**src/rtl/hazard_scoreboard_unit_if.sv**
```systemverilog
// Bundle between the pipeline control path and hazard_scoreboard_unit.
// Carries the ID-stage instruction description, the EX redirect / hold /
// long-unit completion controls, and every stall/flush/forward result.
//
// Handshake contract: there is no valid/ready pair; id_valid qualifies the
// ID fields in the same cycle, and while stall_if is high the pipeline keeps
// presenting the same ID instruction until it issues or is flushed.
interface hazard_scoreboard_unit_if #(
    parameter int REG_AW = 5,
    parameter int PERF_W = 32
);
    logic              hold;
    logic              id_valid;
    logic [REG_AW-1:0] id_rs1;
    logic [REG_AW-1:0] id_rs2;
    logic              id_rs1_used;
    logic              id_rs2_used;
    logic [REG_AW-1:0] id_rd;
    logic              id_reg_write;
    logic [1:0]        id_class;
    logic              id_is_jal;
    logic              ex_redirect;
    logic              long_done;
    logic [REG_AW-1:0] long_done_rd;

    logic              stall_if;
    logic              flush_if;
    logic              flush_id;
    logic              flush_ex;
    logic [1:0]        fwd_rs1_ex;
    logic [1:0]        fwd_rs2_ex;
    logic              fwd_rs1_id;
    logic              fwd_rs2_id;
    logic              long_busy;
    logic [PERF_W-1:0] perf_stall_cnt;
    logic [PERF_W-1:0] perf_flush_cnt;

    // Pipeline side: drives the instruction/control inputs.
    modport master (
        output hold, id_valid, id_rs1, id_rs2, id_rs1_used, id_rs2_used,
               id_rd, id_reg_write, id_class, id_is_jal, ex_redirect,
               long_done, long_done_rd,
        input  stall_if, flush_if, flush_id, flush_ex, fwd_rs1_ex,
               fwd_rs2_ex, fwd_rs1_id, fwd_rs2_id, long_busy,
               perf_stall_cnt, perf_flush_cnt
    );

    // Hazard unit side.
    modport slave (
        input  hold, id_valid, id_rs1, id_rs2, id_rs1_used, id_rs2_used,
               id_rd, id_reg_write, id_class, id_is_jal, ex_redirect,
               long_done, long_done_rd,
        output stall_if, flush_if, flush_id, flush_ex, fwd_rs1_ex,
               fwd_rs2_ex, fwd_rs1_id, fwd_rs2_id, long_busy,
               perf_stall_cnt, perf_flush_cnt
    );
endinterface

```
**src/rtl/hazard_scoreboard_unit.sv**
```systemverilog
// Hazard / forwarding controller for the 5-stage pipeline.
// Per-register scoreboard of pending writes (countdown for loads, all-ones
// sentinel for long ops), shadow copy of EX/MEM/WB destinations for
// forwarding selects, and stall/flush arbitration.
// Optional feature macro: HZ_PERF_CNT_EN enables the performance counters;
// without it both counter ports are tied to zero.
module hazard_scoreboard_unit #(
    parameter int REG_AW   = 5,
    parameter int LOAD_LAT = 1,
    parameter int CNT_W    = 3,
    parameter int PERF_W   = 32
) (
    input logic                    clk,
    input logic                    rstn,
    hazard_scoreboard_unit_if.slave hz
);
    localparam int              NREG   = 1 << REG_AW;
    localparam logic [CNT_W-1:0] SENT   = '1;
    localparam logic [CNT_W-1:0] LD_CNT = CNT_W'(LOAD_LAT);

    localparam logic [1:0] CLS_LOAD = 2'd1;
    localparam logic [1:0] CLS_LONG = 2'd2;

    typedef struct packed {
        logic [REG_AW-1:0] rs1;
        logic [REG_AW-1:0] rs2;
        logic [REG_AW-1:0] rd;
        logic              we;
    } ex_slot_t;

    typedef struct packed {
        logic [REG_AW-1:0] rd;
        logic              we;
    } dst_slot_t;

    logic [CNT_W-1:0] sb [NREG];
    logic             long_busy_q;
    ex_slot_t         ex_q;
    dst_slot_t        mem_q;
    dst_slot_t        wb_q;

    logic             rs1_used, rs2_used, dst_nz, is_long;
    logic             dh, issue;
    logic [CNT_W-1:0] issue_cnt;
    logic             flush_if_c;

    assign rs1_used = hz.id_rs1_used && (hz.id_rs1 != '0);
    assign rs2_used = hz.id_rs2_used && (hz.id_rs2 != '0);
    assign dst_nz   = hz.id_reg_write && (hz.id_rd != '0);
    assign is_long  = (hz.id_class == CLS_LONG);

    // Data hazard: pending source, WAW against a long op, or long unit busy.
    assign dh = hz.id_valid &&
                ((rs1_used && sb[hz.id_rs1] != '0) ||
                 (rs2_used && sb[hz.id_rs2] != '0) ||
                 (dst_nz && sb[hz.id_rd] == SENT) ||
                 (is_long && long_busy_q));

    assign issue = hz.id_valid && !hz.hold && !hz.ex_redirect && !dh;

    // Scoreboard value written for the issuing instruction's destination.
    always_comb begin
        issue_cnt = '0;
        case (hz.id_class)
            CLS_LOAD: issue_cnt = LD_CNT;
            CLS_LONG: issue_cnt = SENT;
            default:  issue_cnt = '0;
        endcase
    end

    // One scoreboard entry per register: countdown, long_done clear, issue write (last wins).
    for (genvar g = 0; g < NREG; g++) begin : g_sb
        always_ff @(posedge clk or negedge rstn) begin
            if (!rstn) begin
                sb[g] <= '0;
            end else begin
                if (!hz.hold && sb[g] != '0 && sb[g] != SENT)
                    sb[g] <= sb[g] - CNT_W'(1);
                if (hz.long_done && hz.long_done_rd == REG_AW'(g))
                    sb[g] <= '0;
                if (issue && dst_nz && hz.id_rd == REG_AW'(g))
                    sb[g] <= issue_cnt;
            end
        end
    end

    // Long unit occupancy: completion clears even under hold, a new long issue sets.
    always_ff @(posedge clk or negedge rstn) begin
        if (!rstn)
            long_busy_q <= 1'b0;
        else if (issue && is_long)
            long_busy_q <= 1'b1;
        else if (hz.long_done)
            long_busy_q <= 1'b0;
    end

    // Shadow pipe of issued instructions; long ops never forward so they carry we=0.
    always_ff @(posedge clk or negedge rstn) begin
        if (!rstn) begin
            ex_q  <= '0;
            mem_q <= '0;
            wb_q  <= '0;
        end else if (!hz.hold) begin
            if (issue) begin
                ex_q.rs1 <= hz.id_rs1;
                ex_q.rs2 <= hz.id_rs2;
                ex_q.rd  <= hz.id_rd;
                ex_q.we  <= hz.id_reg_write && !is_long;
            end else begin
                ex_q <= '0;
            end
            mem_q <= '{rd: ex_q.rd, we: ex_q.we};
            wb_q  <= mem_q;
        end
    end

    function automatic logic hit(input dst_slot_t s, input logic [REG_AW-1:0] src);
        return s.we && (s.rd != '0) && (s.rd == src);
    endfunction

    function automatic logic [1:0] ex_sel(input dst_slot_t m, input dst_slot_t w,
                                          input logic [REG_AW-1:0] src);
        if (hit(m, src))      return 2'b01;
        else if (hit(w, src)) return 2'b10;
        else                  return 2'b00;
    endfunction

    // Output arbitration: hold > redirect > data hazard > JAL; all zero in reset.
    always_comb begin
        hz.stall_if   = 1'b0;
        hz.flush_if   = 1'b0;
        hz.flush_id   = 1'b0;
        hz.flush_ex   = 1'b0;
        hz.fwd_rs1_ex = 2'b00;
        hz.fwd_rs2_ex = 2'b00;
        hz.fwd_rs1_id = 1'b0;
        hz.fwd_rs2_id = 1'b0;
        hz.long_busy  = 1'b0;
        if (rstn) begin
            if (hz.hold) begin
                hz.stall_if = 1'b1;
            end else if (hz.ex_redirect) begin
                hz.flush_if = 1'b1;
                hz.flush_id = 1'b1;
            end else if (dh) begin
                hz.stall_if = 1'b1;
                hz.flush_ex = 1'b1;
            end else if (hz.id_is_jal) begin
                hz.flush_if = 1'b1;
            end
            hz.fwd_rs1_ex = ex_sel(mem_q, wb_q, ex_q.rs1);
            hz.fwd_rs2_ex = ex_sel(mem_q, wb_q, ex_q.rs2);
            hz.fwd_rs1_id = hit(wb_q, hz.id_rs1);
            hz.fwd_rs2_id = hit(wb_q, hz.id_rs2);
            hz.long_busy  = long_busy_q;
        end
    end

    assign flush_if_c = rstn && !hz.hold && (hz.ex_redirect || (!dh && hz.id_is_jal));

`ifdef HZ_PERF_CNT_EN
    logic [PERF_W-1:0] stall_cnt_q;
    logic [PERF_W-1:0] flush_cnt_q;

    // Performance counters: data-hazard stall cycles and IF flush events, wrapping.
    always_ff @(posedge clk or negedge rstn) begin
        if (!rstn) begin
            stall_cnt_q <= '0;
            flush_cnt_q <= '0;
        end else begin
            if (dh && !hz.hold && !hz.ex_redirect)
                stall_cnt_q <= stall_cnt_q + PERF_W'(1);
            if (flush_if_c)
                flush_cnt_q <= flush_cnt_q + PERF_W'(1);
        end
    end

    assign hz.perf_stall_cnt = stall_cnt_q;
    assign hz.perf_flush_cnt = flush_cnt_q;
`else
    logic unused_perf;
    assign unused_perf       = flush_if_c;
    assign hz.perf_stall_cnt = '0;
    assign hz.perf_flush_cnt = '0;
`endif

endmodule
```
**src/flat_wrapper.sv**
```systemverilog
// flat-port wrapper written by rule: the top's interface ports become plain ports
module hazard_scoreboard_unit_flat 
#(
    parameter int REG_AW   = 5,
    parameter int LOAD_LAT = 1,
    parameter int CNT_W    = 3,
    parameter int PERF_W   = 32
)
  (clk, rstn, hz_hold, hz_id_valid, hz_id_rs1, hz_id_rs2, hz_id_rs1_used, hz_id_rs2_used, hz_id_rd, hz_id_reg_write, hz_id_class, hz_id_is_jal, hz_ex_redirect, hz_long_done, hz_long_done_rd, hz_stall_if, hz_flush_if, hz_flush_id, hz_flush_ex, hz_fwd_rs1_ex, hz_fwd_rs2_ex, hz_fwd_rs1_id, hz_fwd_rs2_id, hz_long_busy, hz_perf_stall_cnt, hz_perf_flush_cnt);
  hazard_scoreboard_unit_if #(.REG_AW(REG_AW), .PERF_W(PERF_W)) hz_i ();
  input logic clk;
  input logic rstn;
  input wire logic [$bits(hz_i.hold)-1:0] hz_hold;
  input wire logic [$bits(hz_i.id_valid)-1:0] hz_id_valid;
  input wire logic [$bits(hz_i.id_rs1)-1:0] hz_id_rs1;
  input wire logic [$bits(hz_i.id_rs2)-1:0] hz_id_rs2;
  input wire logic [$bits(hz_i.id_rs1_used)-1:0] hz_id_rs1_used;
  input wire logic [$bits(hz_i.id_rs2_used)-1:0] hz_id_rs2_used;
  input wire logic [$bits(hz_i.id_rd)-1:0] hz_id_rd;
  input wire logic [$bits(hz_i.id_reg_write)-1:0] hz_id_reg_write;
  input wire logic [$bits(hz_i.id_class)-1:0] hz_id_class;
  input wire logic [$bits(hz_i.id_is_jal)-1:0] hz_id_is_jal;
  input wire logic [$bits(hz_i.ex_redirect)-1:0] hz_ex_redirect;
  input wire logic [$bits(hz_i.long_done)-1:0] hz_long_done;
  input wire logic [$bits(hz_i.long_done_rd)-1:0] hz_long_done_rd;
  output wire logic [$bits(hz_i.stall_if)-1:0] hz_stall_if;
  output wire logic [$bits(hz_i.flush_if)-1:0] hz_flush_if;
  output wire logic [$bits(hz_i.flush_id)-1:0] hz_flush_id;
  output wire logic [$bits(hz_i.flush_ex)-1:0] hz_flush_ex;
  output wire logic [$bits(hz_i.fwd_rs1_ex)-1:0] hz_fwd_rs1_ex;
  output wire logic [$bits(hz_i.fwd_rs2_ex)-1:0] hz_fwd_rs2_ex;
  output wire logic [$bits(hz_i.fwd_rs1_id)-1:0] hz_fwd_rs1_id;
  output wire logic [$bits(hz_i.fwd_rs2_id)-1:0] hz_fwd_rs2_id;
  output wire logic [$bits(hz_i.long_busy)-1:0] hz_long_busy;
  output wire logic [$bits(hz_i.perf_stall_cnt)-1:0] hz_perf_stall_cnt;
  output wire logic [$bits(hz_i.perf_flush_cnt)-1:0] hz_perf_flush_cnt;
  assign hz_i.hold = hz_hold;
  assign hz_i.id_valid = hz_id_valid;
  assign hz_i.id_rs1 = hz_id_rs1;
  assign hz_i.id_rs2 = hz_id_rs2;
  assign hz_i.id_rs1_used = hz_id_rs1_used;
  assign hz_i.id_rs2_used = hz_id_rs2_used;
  assign hz_i.id_rd = hz_id_rd;
  assign hz_i.id_reg_write = hz_id_reg_write;
  assign hz_i.id_class = hz_id_class;
  assign hz_i.id_is_jal = hz_id_is_jal;
  assign hz_i.ex_redirect = hz_ex_redirect;
  assign hz_i.long_done = hz_long_done;
  assign hz_i.long_done_rd = hz_long_done_rd;
  assign hz_stall_if = hz_i.stall_if;
  assign hz_flush_if = hz_i.flush_if;
  assign hz_flush_id = hz_i.flush_id;
  assign hz_flush_ex = hz_i.flush_ex;
  assign hz_fwd_rs1_ex = hz_i.fwd_rs1_ex;
  assign hz_fwd_rs2_ex = hz_i.fwd_rs2_ex;
  assign hz_fwd_rs1_id = hz_i.fwd_rs1_id;
  assign hz_fwd_rs2_id = hz_i.fwd_rs2_id;
  assign hz_long_busy = hz_i.long_busy;
  assign hz_perf_stall_cnt = hz_i.perf_stall_cnt;
  assign hz_perf_flush_cnt = hz_i.perf_flush_cnt;
  hazard_scoreboard_unit #(.REG_AW(REG_AW), .LOAD_LAT(LOAD_LAT), .CNT_W(CNT_W), .PERF_W(PERF_W)) u_core (.clk(clk), .rstn(rstn), .hz(hz_i));
endmodule
```
**config.mk**
```make
export PLATFORM = sky130hd
export DESIGN_NAME = hazard_scoreboard_unit_flat
export DESIGN_NICKNAME = d
export VERILOG_FILES = /design/src/rtl/hazard_scoreboard_unit_if.sv /design/src/rtl/hazard_scoreboard_unit.sv /design/src/flat_wrapper.sv
export SDC_FILE = /design/constraint.sdc
export NUM_CORES = 1
export LEC_CHECK = 0
export ABC_AREA = 1
export CAP_MARGIN = 25
export CORE_ASPECT_RATIO = 1.75
export CORE_MARGIN = 2
export CORE_UTILIZATION = 28
export DETAILED_ROUTE_END_ITERATION = 10
export PLACE_DENSITY = 0.41
export SETUP_SLACK_MARGIN = 0.5
export SYNTH_ARGS = -nofsm -noshare
export SYNTH_HDL_FRONTEND = slang
export SYNTH_SLANG_ARGS = --single-unit
```
**constraint.sdc**
```tcl
create_clock -name clk -period 6.05 [get_ports clk]
set_input_delay 1.21 -clock clk [delete_from_list [all_inputs] [get_ports clk]]
set_output_delay 1.21 -clock clk [all_outputs]
set_load 0.1 [all_outputs]
```
# == After elaboration in Yosys (flattened, before gate mapping) ==
# Cells that the tools add are included.
# op_classes
n_addsub,32
mul,0
n_div,0
order_cmp,3
n_eq_ne,103
shifts,0
muxes,132
bitwise,3
n_reduce_logical,231
# ops
cell,n
$mux 3,102
$reduce_bool 3->1,66
$eq 5x5->1 const B,32
$logic_and 1x1->1,150
$ne 3x3->1 const B,32
$sub 3x1->3 const B,32
$eq 5x4->1 const B,16
$bmux 3 s5,3
$eq 5x3->1 const B,8
$eq 5x5->1,6
$reduce_bool 5->1,5
$eq 5x2->1 const B,4
$mux 1,19
$ge 6x6->1 const B,3
$not 5->6,3
$mux 16,1
$mux 2,6
$eq 5x1->1 const B,2
$logic_not 5->1,2
$pmux 3 s2,1
$logic_not 1->1,4
$eq 3x3->1 const B,1
$logic_or 1x1->1,3
$eq 2x1->1 const B,1
other kinds (2),2
# totals
ff_bits,125
latchBits,0
ramBits,0
rom_bits,0
in_bits,32
output_inout_bits,75
wordCells,545
n_memories,0

# == Longest topological paths before layout ==
# Gate-level depths: netlist of the first run.
# logic_depth
ltp_word,15
depth_mapped,22
mapped_depth_nobuf,19

# == Worst setup path before layout of the first run ==
# Ideal clock, no wire load.
# synth_path
path_kind,input -> output
start,input hz_id_rs2[2]
end,output hz_fwd_rs2_id
t_arrival_ns,4.607
required_ns,4.840
path_slack_ns,0.233
stages,4
n_path_buf,1
cell_sequence,clkbuf_1 -> xnor2_1 -> o2111ai_1 -> nor4_1
# synth_via
elab_chain_cells,3
# synth_rtl
item,line_no,source
start: declaration,flat_wrapper.sv:16,input wire logic [$bits(hz_i.id_rs2)-1:0] hz_id_rs2;
$eq 5x5->1,hazard_scoreboard_unit.sv:118,return s.we && (s.rd != '0) && (s.rd == src);
$logic_and 1x1->1,hazard_scoreboard_unit.sv:118,
$mux 1,hazard_scoreboard_unit.sv:139,if (rstn) begin
end: declaration,flat_wrapper.sv:33,output wire logic [$bits(hz_i.fwd_rs2_id)-1:0] hz_fwd_rs2_id;
# Every way passes these cells.

# == Final worst setup path of the first run ==
# layout_path
start,input hz_id_rd[3]
end,output hz_stall_if
# layout_via
elab_chain_cells,13
word_cells_on_any_way,15
cone_classes,eq/ne (1); mux (7); bitwise (1); reduce/logical (6)
# layout_rtl
item,line_no,source
start: declaration,flat_wrapper.sv:19,input wire logic [$bits(hz_i.id_rd)-1:0] hz_id_rd;
$not 5->6 (implied by the code),hazard_scoreboard_unit.sv:56,(dst_nz && sb[hz.id_rd] == SENT) ||
$bmux 3 s5,hazard_scoreboard_unit.sv:56,
$mux 3 (implied by the code) (2 in a row),hazard_scoreboard_unit.sv:56,
$eq 3x3->1,hazard_scoreboard_unit.sv:56,
$logic_and 1x1->1 (*),hazard_scoreboard_unit.sv:56,
$logic_or 1x1->1 (*),hazard_scoreboard_unit.sv:55,(rs2_used && sb[hz.id_rs2] != '0) ||
$logic_or 1x1->1 (*),hazard_scoreboard_unit.sv:56,
$logic_and 1x1->1 (*),hazard_scoreboard_unit.sv:53,assign dh = hz.id_valid &&
$mux 1 (*),hazard_scoreboard_unit.sv:145,end else if (dh) begin
$mux 1 (*),hazard_scoreboard_unit.sv:142,end else if (hz.ex_redirect) begin
$mux 1 (*),hazard_scoreboard_unit.sv:140,if (hz.hold) begin
$mux 1 (*),hazard_scoreboard_unit.sv:139,
end: declaration,flat_wrapper.sv:26,output wire logic [$bits(hz_i.stall_if)-1:0] hz_stall_if;
# Every way passes the cells marked *; elsewhere a longest branch is shown, timed or not. The select of a mux whose other input is x is not followed.

==> results of run 1 <==
## power by group through the flow
stage	combinational (uW)	sequential, uW	clock (uW)
floorplan	2890	1500	0
global placement	3640	1750	0
detailed placement	3630	1740	0
CTS	3650	1730	1230
global route	4210	1780	1250
finish	3620	1720	1200
## registers in the layout, summed over array words and instances, names as in the netlist
signal	flops
u_core.mem_q	6
u_core.sb	96
u_core.ex_q	16
u_core.wb_q	6
u_core.long_busy_q	1
## metrics by stage
stage               cell area, um2  instances  hold slack (ns)
floorplan                    13900       2210            0.449
global placement             14500       2796            0.465
detailed placement           14500       2796            0.467
CTS                          15100       2828            0.484
global route                 15100       2828            0.498
finish                       15100       2828            0.488
## placed cells by master, fill, tap and decap left out, drive strengths merged
| cell type | synthesis | routed |
|---|---|---|
| a31oi | 2 | 2 |
| a21oi | 17 | 17 |
| ha | 97 | 97 |
| o41ai | 2 | 2 |
| o21ai | 62 | 62 |
| xnor2 | 11 | 11 |
| nor4 | 4 | 4 |
| conb | 1 | 64 |
| o31ai | 1 | 1 |
| nor2 | 107 | 107 |
| dfrtp | 125 | 125 |
| bufinv | 0 | 5 |
| nor3 | 26 | 26 |
| o211ai | 3 | 3 |
| nand4 | 186 | 186 |
| buf | 108 | 39 |
| nand2 | 889 | 889 |
| inv | 282 | 283 |
| o22ai | 15 | 15 |
| clkdlybuf4s50 | 0 | 34 |
| and3 | 1 | 1 |
| clkinvlp | 0 | 3 |
| or2 | 2 | 2 |
| clkbuf | 27 | 18 |
| nand3 | 135 | 135 |
| o2111ai | 3 | 3 |
| a22o | 1 | 1 |
| xor2 | 36 | 36 |
| a211oi | 1 | 1 |
| o21bai | 1 | 1 |
| clkinv | 2 | 7 |
## per-layer routing
layer  vias to the layer above  share of wire (%)
met2                       342                 53
met1                      6473                 39
met4                         2                4.9
met3                       100                3.5
met5                         -              0.025
li1                       6777                  -
## worst max-delay path, delay by kind of cell
family	cells	cell delay, ns
AO/OA/AOI/OAI	2	0.36
buffers and inverters	4	0.93
AND/OR/NAND/NOR	9	1.60
## cell families after synthesis
kind of cell / count (synthesis) / share of synthesized area [%]
simple gates: 1350 / 46.3
buf+inv: 419 / 14.3
flops: 125 / 23.0
compound gates: 108 / 4.40
fa+ha+maj: 97 / 8.91
xor+xnor: 47 / 3.02
other cells: 1 / 0.0275
## worst max-delay path by stage
stage,startpoint,to,slack (ns),cells past startpoint
floorplan,hz_id_rd[1],hz_stall_if,0.72,15
global placement,hz_id_rd[3],hz_stall_if,0.75,14
detailed placement,hz_id_rd[3],hz_stall_if,0.73,14
CTS,hz_id_rd[3],hz_stall_if,0.73,14
global route,hz_id_rd[3],hz_stall_if,0.52,15
finish,hz_id_rd[3],hz_stall_if,0.73,15
## area by class of cell
| cell class | instances | area share [%] |
|---|---|---|
| clock buffers | 18 | 2.83 |
| inverters | 284 | 7.06 |
| flip-flops and latches | 125 | 20.7 |
| repair buffers | 73 | 4.52 |
| multi-input cells | 1666 | 58.1 |
| well taps | 648 | 5.35 |
| clock inverters | 14 | 1.44 |
==> reports/qor.txt, run 1 <==
Status = completed
Critical Path Sink Type = primary output
GRT busiest layer = met2
Total track usage = 21.4%
Synth Area per Inst = 6.34 um2
GPL Wtd Cong = 0.873
Hold buffer count at CTS = 0
YS warnings = 0
Antenna violations before repair = 1
DP HPWL = 39700 um
Place WS = 0.732 ns
Number of synthesized flops with an enable pin = 0
Crit path arrival time = 4.11 ns
Clk_lat worst skew = 0.47 ns
First-pass GRT wire length = 80600 um
Fraction of layout cells with a size suffix above 1 = 6.33%
Num CTS Buffers = 17
CP dominant cell by count = nand2_1
Main synth FF type = dfrtp_1
Pin count of the biggest net entering global routing = 51
Power share of the combinational group = 55.4%
Via-to-Cell Ratio = 4.84
Iteration count of the initial detailed-routing pass = 8
Synth-to-layout area growth = 11.2%
Gr ovfl total = 0
Required time worst endpoint = 4.84 ns
CTS sink cnt = 125
Multi-input gate area = 0.00880 mm2
Reg2Reg Capture Point = u_core.sb[24]
Max Freq = 188 MHz
Design internal power = 3200 uW
R2r worst-path depth = 14
Synth cell types = 42
N_diodes = 0
Remaining DRCs = 0
Wirelength, routed = 52600 um
Minimum clock period = 5.32 ns
Slowest stage cell on the critical path = nor2_1
Max Root-Sink Buffers = 2
Worst vdd ir = 0.222 mV
Min-delay worst type = register to register
Postcts setup bufs = 0
Post-synth ARST share = 100%
Clock skew = 0.0157 ns
Row cnt = 106
# IOs = 107
Seq/Total Area, Yosys = 23.0%
P_leak = 0.00855 uW
Sequential Area = 0.00313 mm2
Clock Pin Slew Worst Setup and Hold Paths = 0.06 ns
Sequential share of power = 26.3%
R2R setup slack = 2.80 ns
Hold path endpoint = u_core.wb_q[0]
Fin nets = 2296
Max-cap check violation count = 0
Cell count of the worst hold path = 2
Worst r2r src = u_core.sb[48]
Violation count after the first detailed-route iteration = 769
Final hold violations = 0
Hold Startpoint = u_core.wb_q[0]
Final Total Pwr = 6540 uW
Relative slew slack = 29.6%
H-tree levels = 4
Period utilisation layout = 88.0%
Max Slew Vio Count = 0
Critical path class = input pin to primary output
Most frequent cell after synthesis = nand2_1
Routed via count = 13.7k
Top cell type by total area after synthesis = nand2_1
Die width = 171 um
Post-CTS sizing = 0
Grt met1 use = 23.1%
GR Util met2 = 40.1%
Switching Fraction = 51.0%
Die Y-Extent = 296 um
Post-synth top area share = 24.4%
Final setup viols = 0
Port Buffers = 42
Post-Syn Area = 0.0136 mm2
Critical Path Max Stage Delay = 0.60 ns
Clock share of power = 18.3%
Worst slew pin tran = 1.06 ns
Die area = 0.0505 mm2
Worst path cell trace = clkdlybuf4s50_1 -> inv_1 -> nor2_1 -> nand2_1 -> nand2_1 -> inv_1 -> nand2_1 -> nand3_1 -> nand2_1 -> nand2_2 -> nand2_4 -> o21ai_0 -> or2_2 -> a21oi_1 -> buf_12
CTS tree = built
Net switching power = 3340 uW
Met3 Use GR = 2.76%
Number of antenna-violating nets in the routed design = 0
Post-route setup TNS = 0 ns
Final Worst Setup Slack = 0.727 ns
WL/cell = 18.6 um
Final Core Density = 31.6%
Clk Tree Root Cell = clkbuf_16
Starting Density = 28.4%
Core area = 0.0479 mm2
Main area contributors after synthesis = nand2_1 24%, dfrtp_1 23%, ha_1 8.9%
Number of global-route vias before repair = 13.6k
Startpoint types = input pin
Unrepaired setup endpoints after global routing = false
Crit Path Max Fanout = 7
Synth Instances = 2147
Pwr/cell area = 432 mW/mm2
Fill cells = 5358
Yosys reg bits = 125
Post-synth top cells = 885 x nand2_1, 273 x inv_1, 146 x nand4_1
Power figures use the tool's default switching activity.
==> run 2: changes to the inputs <==
GPL_ROUTABILITY_DRIVEN = 0   (was unset)
==> results of run 2 <==
The final DEF is identical to that of run 1; final timing and power are the same.
